**src/rtl/ps2_pkg.sv**
```systemverilog
// Shared types and constants for the PS/2 keyboard receiver and key mailbox.
package ps2_pkg;

    typedef enum logic [1:0] {
        IDLE   = 2'd0,
        DATA   = 2'd1,
        PARITY = 2'd2,
        STOP   = 2'd3
    } frame_state_t;

    localparam logic [7:0] PS2_PREFIX_EXT = 8'hE0;
    localparam logic [7:0] PS2_PREFIX_BRK = 8'hF0;
    localparam logic [7:0] KEY_UP         = 8'h75;
    localparam logic [7:0] KEY_DOWN       = 8'h72;
    localparam logic [7:0] KEY_ENTER      = 8'h5A;

    // Odd parity holds when the 8 data bits plus the parity bit carry an odd number of ones.
    function automatic logic odd_parity_ok(input logic [7:0] d, input logic p);
        return ^{d, p};
    endfunction

endpackage

```
**src/rtl/ps2_rx_frame.sv**
```systemverilog
// PS/2 device-to-host frame receiver: synchronisers, ps2_clk glitch filter, frame FSM and timeout.
// Parity is enforced only when PS2_PARITY_CHECK_EN is defined.
module ps2_rx_frame
    import ps2_pkg::*;
#(
    parameter int FILTER_LEN     = 4,
    parameter int TIMEOUT_CYCLES = 5000
) (
    input  logic       clk,
    input  logic       rst,
    input  logic       ps2_clk,
    input  logic       ps2_data,
    output logic [7:0] rx_byte,
    output logic       byte_stb,
    output logic       frame_err,
    output logic       par_fail,
    output logic [1:0] state_dbg
);

    localparam int FW = $clog2(FILTER_LEN + 1);
    localparam int TW = $clog2(TIMEOUT_CYCLES + 1);

    logic          clk_s1, clk_s2, data_s1, data_s2;
    logic          clk_filt, clk_filt_q;
    logic [FW-1:0] flt_cnt;
    logic          fall;

    frame_state_t  state, state_n;
    logic [2:0]    bit_cnt, bit_cnt_n;
    logic [7:0]    shift, shift_n;
    logic          par_bit, par_n;
    logic [TW-1:0] timer, timer_n;
    logic          stb_n, err_n, pfail_n;

    always_ff @(posedge clk or negedge rst) begin
        if (!rst) begin
            clk_s1     <= 1'b1;
            clk_s2     <= 1'b1;
            data_s1    <= 1'b1;
            data_s2    <= 1'b1;
            clk_filt   <= 1'b1;
            clk_filt_q <= 1'b1;
            flt_cnt    <= '0;
        end else begin
            clk_s1     <= ps2_clk;
            clk_s2     <= clk_s1;
            data_s1    <= ps2_data;
            data_s2    <= data_s1;
            clk_filt_q <= clk_filt;
            // The filtered clock follows only after FILTER_LEN consecutive differing samples.
            if (clk_s2 == clk_filt) begin
                flt_cnt <= '0;
            end else if (flt_cnt == FW'(FILTER_LEN - 1)) begin
                clk_filt <= clk_s2;
                flt_cnt  <= '0;
            end else begin
                flt_cnt <= flt_cnt + FW'(1);
            end
        end
    end

    assign fall = clk_filt_q & ~clk_filt;

    always_ff @(posedge clk or negedge rst) begin
        if (!rst) begin
            state     <= IDLE;
            bit_cnt   <= '0;
            shift     <= '0;
            par_bit   <= 1'b0;
            timer     <= '0;
            byte_stb  <= 1'b0;
            frame_err <= 1'b0;
            par_fail  <= 1'b0;
        end else begin
            state     <= state_n;
            bit_cnt   <= bit_cnt_n;
            shift     <= shift_n;
            par_bit   <= par_n;
            timer     <= timer_n;
            byte_stb  <= stb_n;
            frame_err <= err_n;
            par_fail  <= pfail_n;
        end
    end

    always_comb begin
        state_n   = state;
        bit_cnt_n = bit_cnt;
        shift_n   = shift;
        par_n     = par_bit;
        timer_n   = timer;
        stb_n     = 1'b0;
        err_n     = 1'b0;
        pfail_n   = 1'b0;
        if (fall) begin
            timer_n = '0;
            case (state)
                IDLE: begin
                    if (!data_s2) begin
                        state_n   = DATA;
                        bit_cnt_n = '0;
                    end
                end
                DATA: begin
                    shift_n   = {data_s2, shift[7:1]};
                    bit_cnt_n = bit_cnt + 3'd1;
                    if (bit_cnt == 3'd7) state_n = PARITY;
                end
                PARITY: begin
                    par_n   = data_s2;
                    state_n = STOP;
                end
                STOP: begin
                    state_n = IDLE;
                    if (!data_s2) begin
                        err_n = 1'b1;
`ifdef PS2_PARITY_CHECK_EN
                    end else if (!odd_parity_ok(shift, par_bit)) begin
                        err_n   = 1'b1;
                        pfail_n = 1'b1;
`endif
                    end else begin
                        stb_n = 1'b1;
                    end
                end
                default: state_n = IDLE;
            endcase
        end else if (state != IDLE) begin
            if (timer == TW'(TIMEOUT_CYCLES - 1)) begin
                err_n   = 1'b1;
                state_n = IDLE;
                timer_n = '0;
            end else begin
                timer_n = timer + TW'(1);
            end
        end else begin
            timer_n = '0;
        end
    end

`ifndef PS2_PARITY_CHECK_EN
    logic unused_par;
    assign unused_par = par_bit;
`endif

    // byte_stb is a one-cycle valid with no ready: rx_byte is stable on the strobe and until the next start bit.
    assign rx_byte   = shift;
    assign state_dbg = state;

endmodule

```
**src/rtl/ps2_key_mailbox.sv**
```systemverilog
// PS/2 key mailbox: make/break/extended decode into a CPU-readable held-key register at word KEY_ADDR.
// Build with PS2_PARITY_CHECK_EN defined to reject frames with bad odd parity.
module ps2_key_mailbox
    import ps2_pkg::*;
#(
    parameter int ADDR_W         = 32,
    parameter int KEY_ADDR       = 10,
    parameter int FILTER_LEN     = 4,
    parameter int TIMEOUT_CYCLES = 5000
) (
    input  logic              clk,
    input  logic              rst,
    input  logic              ps2_clk,
    input  logic              ps2_data,
    input  logic [ADDR_W-1:0] mem_addr,
    input  logic              mem_we,
    output logic              key_sel,
    output logic [31:0]       key_rdata,
    output logic              key_ext,
    output logic              key_valid,
    output logic              frame_err,
    output logic [1:0]        dbg_state
);

    logic [7:0] rx_byte;
    logic       byte_stb, par_fail;

    logic [7:0] key_code, code_n;
    logic       ext_n, ext_p, extp_n, brk_p, brkp_n, valid_n;
    logic       hw_upd, cpu_clr;

    ps2_rx_frame #(
        .FILTER_LEN    (FILTER_LEN),
        .TIMEOUT_CYCLES(TIMEOUT_CYCLES)
    ) u_rx (
        .clk      (clk),
        .rst      (rst),
        .ps2_clk  (ps2_clk),
        .ps2_data (ps2_data),
        .rx_byte  (rx_byte),
        .byte_stb (byte_stb),
        .frame_err(frame_err),
        .par_fail (par_fail),
        .state_dbg(dbg_state)
    );

    assign key_sel   = (mem_addr == ADDR_W'(KEY_ADDR));
    assign cpu_clr   = mem_we & key_sel;
    assign key_rdata = {24'd0, key_code};

    always_comb begin
        code_n  = key_code;
        ext_n   = key_ext;
        extp_n  = ext_p;
        brkp_n  = brk_p;
        valid_n = 1'b0;
        hw_upd  = 1'b0;
        if (byte_stb) begin
            if (rx_byte == PS2_PREFIX_EXT) begin
                extp_n = 1'b1;
            end else if (rx_byte == PS2_PREFIX_BRK) begin
                brkp_n = 1'b1;
            end else begin
                extp_n = 1'b0;
                brkp_n = 1'b0;
                if (!brk_p) begin
                    code_n  = rx_byte;
                    ext_n   = ext_p;
                    valid_n = 1'b1;
                    hw_upd  = 1'b1;
                end else if (rx_byte == key_code && ext_p == key_ext) begin
                    // A break only releases the key that is actually held.
                    code_n  = 8'd0;
                    ext_n   = 1'b0;
                    valid_n = 1'b1;
                    hw_upd  = 1'b1;
                end
            end
        end
        if (par_fail) begin
            extp_n = 1'b0;
            brkp_n = 1'b0;
        end
        if (cpu_clr && !hw_upd) begin
            code_n = 8'd0;
            ext_n  = 1'b0;
        end
    end

    always_ff @(posedge clk or negedge rst) begin
        if (!rst) begin
            key_code  <= 8'd0;
            key_ext   <= 1'b0;
            ext_p     <= 1'b0;
            brk_p     <= 1'b0;
            key_valid <= 1'b0;
        end else begin
            key_code  <= code_n;
            key_ext   <= ext_n;
            ext_p     <= extp_n;
            brk_p     <= brkp_n;
            key_valid <= valid_n;
        end
    end

endmodule

```
**config.mk**
```make
export PLATFORM = sky130hd
export DESIGN_NAME = ps2_key_mailbox
export DESIGN_NICKNAME = d
export VERILOG_FILES = /design/src/rtl/ps2_pkg.sv /design/src/rtl/ps2_rx_frame.sv /design/src/rtl/ps2_key_mailbox.sv
export SDC_FILE = /design/constraint.sdc
export NUM_CORES = 1
export LEC_CHECK = 0
export ABC_CLOCK_PERIOD_IN_PS = 4200
export BUFFER_PORTS_ARGS = -buffer_cell sky130_fd_sc_hd__buf_4
export CORE_ASPECT_RATIO = 1.5
export CORE_MARGIN = 5
export CORE_UTILIZATION = 55
export DETAILED_ROUTE_END_ITERATION = 10
export GPL_ROUTABILITY_DRIVEN = 0
export HOLD_SLACK_MARGIN = 0.06
export PLACE_DENSITY = 0.95
export SYNTH_ARGS = -nofsm -noshare
export SYNTH_HDL_FRONTEND = slang
export SYNTH_HIERARCHICAL = 1
export SYNTH_SLANG_ARGS = --single-unit
```
**constraint.sdc**
```tcl
create_clock -name clk -period 4.2 [get_ports clk]
set_input_delay 0.63 -clock clk [delete_from_list [all_inputs] [get_ports clk]]
set_output_delay 0.63 -clock clk [all_outputs]
set_load 0.1 [all_outputs]
```
# Word level (Yosys, flattened, before mapping)
# Cells that the tools add are included.
[classes]
n_addsub = 3
eq_ne = 19
mux = 41
bitwise = 5
reduce_logical = 16
[ops]
columns = ["op", "count"]
rows = [
  ["$mux W8", 6],
  ["$mux W13", 3],
  ["$eq A32 B4 Y1 const B", 1],
  ["$mux W1", 22],
  ["$eq A8 B8 Y1 const B", 2],
  ["$add A13 B1 Y13 const B", 1],
  ["$eq A13 B13 Y1 const B", 1],
  ["$mux W2", 5],
  ["$reduce_bool A2 Y1", 5],
  ["$mux W3", 3],
  ["$eq A8 B8 Y1", 1],
  ["$pmux W2 S4", 1],
  ["$reduce_and A2 Y1", 4],
  ["$reduce_and A4 Y1", 2],
  ["$add A3 B1 Y3 const B", 2],
  ["$ne A3 B3 Y1 const B", 2],
  ["$pmux W3 S2", 1],
  ["$eq A2 B2 Y1 const B", 2],
  ["$ne A2 B1 Y1 const B", 2],
  ["$ne A2 B2 Y1 const B", 2],
  ["$eq A3 B2 Y1 const B", 1],
  ["$eq A3 B3 Y1 const B", 1],
  ["$ne A3 B1 Y1 const B", 1],
  ["$not A1 Y1", 3],
  ["other kinds (7)", 10],
]
[totals]
reg_bits = 49
in_bits = 37
output_inout_bits = 38
elab_cells = 102

# Logic depth before layout (Yosys ltp)
# Gate-level depths: netlist of run 1.
[logic_depth]
ltp_word = 11
depth_mapped = 7
mapped_depth_nobuf = 6

# Cells and area by module
# The synthesis of run 1 kept the hierarchy.
[modules_own_cells]
columns = ["module", "n_inst", "cells_each", "area_each_um2", "seq_area_each_um2"]
rows = [
  ["ps2_rx_frame", 1, 151, 1696.6, 933.4],
  ["ps2_key_mailbox", 1, 83, 833.3, 300.3],
]

# Least setup slack after synthesis of run 1
# No wires, ideal clock.
[synth_path]
path_kind = "input to output"
start = "input mem_addr[27]"
end = "output key_sel"
t_arrival_ns = 2.399
required_ns = 3.570
setup_slack_ns = 1.171
path_stages = 3
path_buffers = 0
cell_sequence = "nor4b_1 -> nand4_1 -> nor2_1"
[synth_between]
elab_chain_len = 1
[synth_rtl]
columns = ["item", "line", "text"]
rows = [
  ["start: declaration", "ps2_key_mailbox.sv:15", "input logic [ADDR_W-1:0] mem_addr,"],
  ["$eq A32 B4 Y1", "ps2_key_mailbox.sv:47", "assign key_sel = (mem_addr == ADDR_W'(KEY_ADDR));"],
  ["end: declaration", "ps2_key_mailbox.sv:17", "output logic key_sel,"],
]
# Every way passes these cells.

# Worst setup path after layout of run 1
[layout_path]
start = "input mem_addr[12]"
end = "output key_sel"
# Same word-level chain as after synthesis.

==> results of run 1 <==
[cell families (layout without fill, tap and decap cells)]
group / count (synthesis) / in the layout / share of synthesized area (%)
flip-flops: 49 / 49 / 48.8
AO/OA/AOI/OAI: 28 / 28 / 8.61
AND/OR/NAND/NOR: 78 / 78 / 17.0
buffers and inverters: 38 / 65 / 9.69
other: 2 / 25 / 0.297
adder cells (fa/ha/maj): 8 / 8 / 3.96
XOR/XNOR: 21 / 21 / 7.27
multiplexers: 10 / 10 / 4.40
[sequential cells by signal, indices dropped and copies added, names as in the netlist]
| register | count |
|---|---|
| u_rx/state_dbg | 2 |
| ext_p | 1 |
| u_rx/clk_s2 | 1 |
| u_rx/flt_cnt | 3 |
| u_rx/timer | 13 |
| u_rx/clk_s1 | 1 |
| u_rx/data_s2 | 1 |
| u_rx/clk_filt | 1 |
| u_rx/data_s1 | 1 |
| key_code | 8 |
| u_rx/rx_byte | 8 |
| key_ext | 1 |
| brk_p | 1 |
| u_rx/frame_err | 1 |
| key_valid | 1 |
| u_rx/bit_cnt | 3 |
| u_rx/clk_filt_q | 1 |
| u_rx/byte_stb | 1 |
[per-stage QoR]
stage	instances	area (µm²)	worst slack, ns	util (%)	total power, µW
after CTS	332	2920	1.76	64.7	1850
after detailed placement	324	2830	1.76	62.9	1590
after global placement	324	2830	1.80	62.9	1550
final	332	2920	1.79	64.7	1830
after floorplan	257	2620	1.17	-	1430
after global routing	332	2920	1.65	64.7	1950
[synth_stat cells (all sizes together) (2+ instances only)]
library cell / instances / share of area, %
conb: 2 / 0.30
mux2: 9 / 4.0
a21oi: 8 / 1.6
nand3b: 2 / 0.59
dfrtp: 43 / 43
inv: 7 / 1.0
nand4: 6 / 1.5
buf: 27 / 8.1
nor2: 19 / 2.8
nor4: 9 / 2.5
a22o: 9 / 3.1
o21ai: 2 / 0.40
nor4b: 2 / 0.69
nand3: 6 / 1.2
nand2: 11 / 1.7
nor3b: 3 / 0.89
xor2: 3 / 1.0
dfstp: 6 / 6.2
clkbuf: 4 / 0.59
nor2b: 3 / 0.74
nor3: 7 / 1.4
o211ai: 2 / 0.59
and3: 2 / 0.54
ha: 8 / 4.0
xnor2: 18 / 6.2
[worst min path at each step]
stage,cells after the start,slack [ns],endpoint,startpoint
after floorplan,0,0.33,brk_p$_DFFE_PN0P_,rst
after global placement,0,0.35,u_rx/clk_s2$_DFF_PN1_,u_rx/clk_s1$_DFF_PN1_
after detailed placement,0,0.35,u_rx/data_s2$_DFF_PN1_,u_rx/data_s1$_DFF_PN1_
after CTS,1,0.35,key_code[1]$_DFFE_PN0P_,rst
after global routing,0,0.36,u_rx/clk_s2$_DFF_PN1_,u_rx/clk_s1$_DFF_PN1_
final,1,0.33,key_code[1]$_DFFE_PN0P_,rst
[report_power, final]
part | leakage (µW) | internal, µW | switching (µW)
logic | 0.000690 | 272 | 599
clock network | 0.0000450 | 116 | 144
registers | 0.000635 | 588 | 116
[metal layers]
metal / vias up / wire, µm / track usage, %
li1: 863 / - / -
met1: 898 / 1710 / 16.5
met2: 35 / 2820 / 31.2
met3: 5 / 198 / 3.61
met4: 0 / 47 / 4.15
met5: - / 0 / 0
[cell type report]
type | instances | area share, %
clock inverters | 2 | 0.343
repair buffers | 50 | 12.9
clock buffers | 6 | 2.49
inverters | 7 | 0.901
flip-flops and latches | 49 | 42.3
multi-input cells | 170 | 39.0
well taps | 48 | 2.06
==> flow_metrics.env, run 1 <==
export IMPL_fin_nets=328
export IMPL_critical_path_slowest_cell="buf_4"
export IMPL_worst_pin_slew_ns=0.824
export IMPL_portBuffers=50
export IMPL_hpwl_mm=3.66
export IMPL_rsz0062_at_grt="no"
export IMPL_first_pass_iters=4
export IMPL_p_per_area_nw_per_um2=629
export IMPL_grt_max_degree=50
export IMPL_wl_per_cell_um=14.4
export IMPL_relSlewSlack_pct=44.9
export IMPL_max_freq_mhz=414
export IMPL_cts_sinks=49
export IMPL_post_cts_buffers=0
export IMPL_diodes=0
export IMPL_finalMaxSlewViolations=0
export IMPL_critPathMaxFanout=2
export IMPL_final_cell_mix="buf_4 (50), dfrtp_1 (43), conb_1 (25), nor2_1 (19), xnor2_1 (18)"
export IMPL_ys_async_sr_fraction_pct=100
export IMPL_area_growth_pct=15.2
export IMPL_ir_drop_uv=465
export IMPL_cts_root_buf="clkbuf_8"
export IMPL_r2r_end="key_code[0]$_DFFE_PN0P_"
export IMPL_layout_min_cycle_time_ns=2.41
export IMPL_globalRouteOverflowTotal=0
export IMPL_nFillCells=388
export IMPL_r2r_slack_ns=2.03
export IMPL_vias=1801
export IMPL_reg2reg_depth=5
export IMPL_critPathLaunch="mem_addr[12]"
export IMPL_fin_skew_ns=0.00496
export IMPL_status="finished clean"
export IMPL_crit_required_ns=3.57
export IMPL_gr_usage_all_layers_pct=16.0
export IMPL_start_util_pct=56.2
export IMPL_clk_pin_slew_ns=0.08
export IMPL_hold_class="input port to async pin"
export IMPL_ios=75
export IMPL_crit_end="key_sel"
export IMPL_drtAntennaViolNets=0
export IMPL_cp_top_family="simple AND/OR/NAND/NOR gates"
export IMPL_ys_seq_area_share_pct=48.8
export IMPL_rows=30
export IMPL_multiInputGateArea_um2=1140
export IMPL_synthCells=234
export IMPL_synthFlopType="dfrtp_1"
export IMPL_path_class="input port to output port"
export IMPL_hold_buffers=0
export IMPL_critPathMaxStageDelay_ns=0.35
export IMPL_die_area_um2=6080
export IMPL_crit_arrival_ns=1.78
export IMPL_fin_tns_setup_ns=0
export IMPL_clock_tree_buffer_depth=2
export IMPL_grt_pass1_wl_mm=7.65
export IMPL_synth_seq_cells=49
export IMPL_drt_wl_total_mm=4.78
export IMPL_die_h_um=93.1
export IMPL_htreeDepth=2
export IMPL_cpMostUsedCell="buf_4"
export IMPL_clk_latency_ns=0.29
export IMPL_r2r_start="u_rx/rx_byte[0]$_DFFE_PN0P_"
export IMPL_finalSetupViolations=0
export IMPL_yosysWarnings=6
export IMPL_end_kind="output port"
export IMPL_die_w_um=65.4
export IMPL_vias_per_cell=5.42
export IMPL_numCtsBuffers=5
export IMPL_synth_edf_count=0
export IMPL_crit_buf_inv=2
export IMPL_syn_area_per_cell_um2=10.8
export IMPL_grt_pass1_vias=1790
export IMPL_leakagePower_uw=0.00137
export IMPL_synth_area_um2=2530
export IMPL_cp_start_kind="input port"
export IMPL_drc=0
export IMPL_whs_ns=0.330
export IMPL_synth_cell_types=46
export IMPL_core_um2=4500
export IMPL_antenna_found_initial=0
export IMPL_final_common_cell="buf_4"
export IMPL_cap_violations=0
export IMPL_first_iter_violations=57
export IMPL_fin_crit_sh_pct=57.5
export IMPL_seqCellArea_um2=1230
export IMPL_cp_cell_sequence="buf_4, nor4_1, nand4_1, nor2_1, buf_4"
export IMPL_post_cts_resized=0
export IMPL_cts_tree="yes"
export IMPL_cp_depth=5
export IMPL_hold_viol=0
export IMPL_layout_drive_gt1_share_pct=27.8
(Power assumes the default switching activity.)
==> run 2, diff against run 1 <==
Settings changed: ABC_CLOCK_PERIOD_IN_PS 4200 to 2000, CORE_UTILIZATION 55 to 46, PLACE_DENSITY 0.95 to 0.86.
Clock period 4.2 ns to 2 ns, I/O delays scaled along.
==> flow_metrics.env, run 2 (synthesis results as in run 1) <==
export IMPL_stdcell_count=361
export IMPL_status="finished clean"
export IMPL_antenna_found_initial=0
export IMPL_placed_area_um2=2920
export IMPL_cp_start_kind="flop"
export IMPL_p_clk_share_pct=17.5
export IMPL_path_class="flop to flop"
export IMPL_ios=75
export IMPL_rsz0062_at_grt="no"
export IMPL_globalRouteOverflowTotal=0
export IMPL_top_register="u_rx/timer"
export IMPL_cts_root_buf="clkbuf_8"
export IMPL_first_pass_iters=4
export IMPL_gr_usage_all_layers_pct=14.5
export IMPL_portBuffers=50
export IMPL_vias=1839
export IMPL_drtAntennaViolNets=0
export IMPL_ir_drop_uv=1170
export IMPL_p_per_area_nw_per_um2=1350
export IMPL_p_sw_share_pct=45.1
export IMPL_fin_skew_ns=0.0118
export IMPL_p_switching_uw=1870
export IMPL_start_util_pct=46.8
export IMPL_area_growth_pct=21.9
export IMPL_drt_wl_total_mm=5.08
export IMPL_grt_pass1_wl_mm=8.42
export IMPL_wl_per_cell_um=14.1
export IMPL_die_h_um=101
export IMPL_cts_sinks=49
export IMPL_hold_viol=0
export IMPL_fin_crit_sh_pct=94.7
export IMPL_cap_violations=0
export IMPL_clock_tree_buffer_depth=2
export IMPL_critPathMaxFanout=12
export IMPL_postLayoutCellArea_um2=3080
export IMPL_layout_drive_gt1_share_pct=33.0
export IMPL_leakagePower_uw=0.00141
export IMPL_finalSetupViolations=0
export IMPL_final_common_cell="buf_4"
export IMPL_final_cell_mix="buf_4 (55), dfrtp_1 (34), conb_1 (25), nor2_1 (18), xnor2_1 (18)"
export IMPL_die_area_um2=7110
export IMPL_largest_register_ffs=13
export IMPL_relSlewSlack_pct=59.8
export IMPL_cts_tree="yes"
export IMPL_die_w_um=70.6
export IMPL_drc=0
export IMPL_dp_cells=351
export IMPL_clk_pin_slew_ns=0.08
export IMPL_grt_max_degree=50
export IMPL_fin_nets=335
export IMPL_first_iter_violations=101
export IMPL_numCtsBuffers=5
export IMPL_max_freq_mhz=528
export IMPL_clk_latency_ns=0.30
export IMPL_power_internal_uw=2290
export IMPL_htreeDepth=2
export IMPL_rows=33
export IMPL_crit_required_ns=2.18
export IMPL_pwr_share_comb_pct=46.7
export IMPL_end_kind="flop"
export IMPL_r2r_slack_ns=0.11
export IMPL_finalMaxSlewViolations=0
export IMPL_whs_ns=0.109
export IMPL_hold_class="input port to flop"
export IMPL_crit_arrival_ns=2.08
export IMPL_worst_pin_slew_ns=0.604
export IMPL_seqPwrFrac_pct=35.8
export IMPL_hpwl_mm=3.76
export IMPL_layout_min_cycle_time_ns=1.89
export IMPL_core_um2=5410
export IMPL_grt_pass1_vias=1882
export IMPL_vias_per_cell=5.09
export IMPL_diodes=0
[run 2: cell types whose count changed in the layout (fill, tap and decap cells not counted), sizes merged]
cell / change
bufinv: +1
buf: +6
clkinvlp: +1
dlygate4sd3: +1
clkinv: -2
[run 2: worst paths after layout]
check	from	endpoint	cells past startpoint
max in group asynchronous	rst	u_rx/state_dbg[1]$_DFFE_PN0P_	2
setup / recovery	u_rx/timer[10]$_DFF_PN0_	u_rx/timer[6]$_DFF_PN0_	4
setup reg to reg	u_rx/timer[10]$_DFF_PN0_	u_rx/timer[6]$_DFF_PN0_	4
hold reg to reg	u_rx/clk_s1$_DFF_PN1_	u_rx/clk_s2$_DFF_PN1_	0
hold / removal	ps2_data	u_rx/data_s1$_DFF_PN1_	1
min in group asynchronous	rst	key_code[3]$_DFFE_PN0P_	2
[run 2: layout make-up]
cell class,count,area [µm²]
Multi-Input combinational cell,170,1160
Tap cell,70,87.6
Fill cell,467,2330
Timing Repair Buffer,57,443
Sequential cell,49,1240
Clock inverter,2,37.5
Clock buffer,6,82.6
Inverter,7,26.3
[run 2: what timing repair did]
action,CTS,global route
endpoints found under the hold margin,43,0
gates cloned,0,0
gates resized for setup,0,2
setup buffers,1,0
pin swaps,1,0
hold buffers,1,0
endpoints found under the setup margin,9,11
[run 2: through the flow]
step	setup WS [ns]	TNS (ns)	utilization, %	total power, µW
finish	0.107	0	57.0	4160
global route	0.0154	0	57.0	4400
CTS	0.0515	0	56.7	4160
global placement	0.0315	0	53.9	3320
floorplan	0.108	0	-	3010
detailed placement	-0.0117	-0.0228	53.9	3400
[run 2: metal layers]
metal  routed length, µm  global-route usage [%]  vias up
met2                2760                    26.4       48
met4                 114                    5.07        0
met3                 240                    3.39       13
li1                    -                       -      876
met1                1970                    16.6      902
met5                   0                       0        -
[run 2: power groups by stage]
stage,Clock [µW],Combinational (µW),Sequential [µW]
5_1_grt,789,2090,1520
2_1_floorplan,0,1070,1940
6_report,729,1940,1490
3_5_place_dp,0,1910,1500
3_3_place_gp,0,1840,1480
4_1_cts,752,1930,1480
[run 2: worst max-delay path, cell delays in order (launching register included)]
cell and delay [ns]:
dfrtp_1 0.42, or4b_1 0.55, or4_4 0.58, nand2_4 0.16
nor2_1 0.08
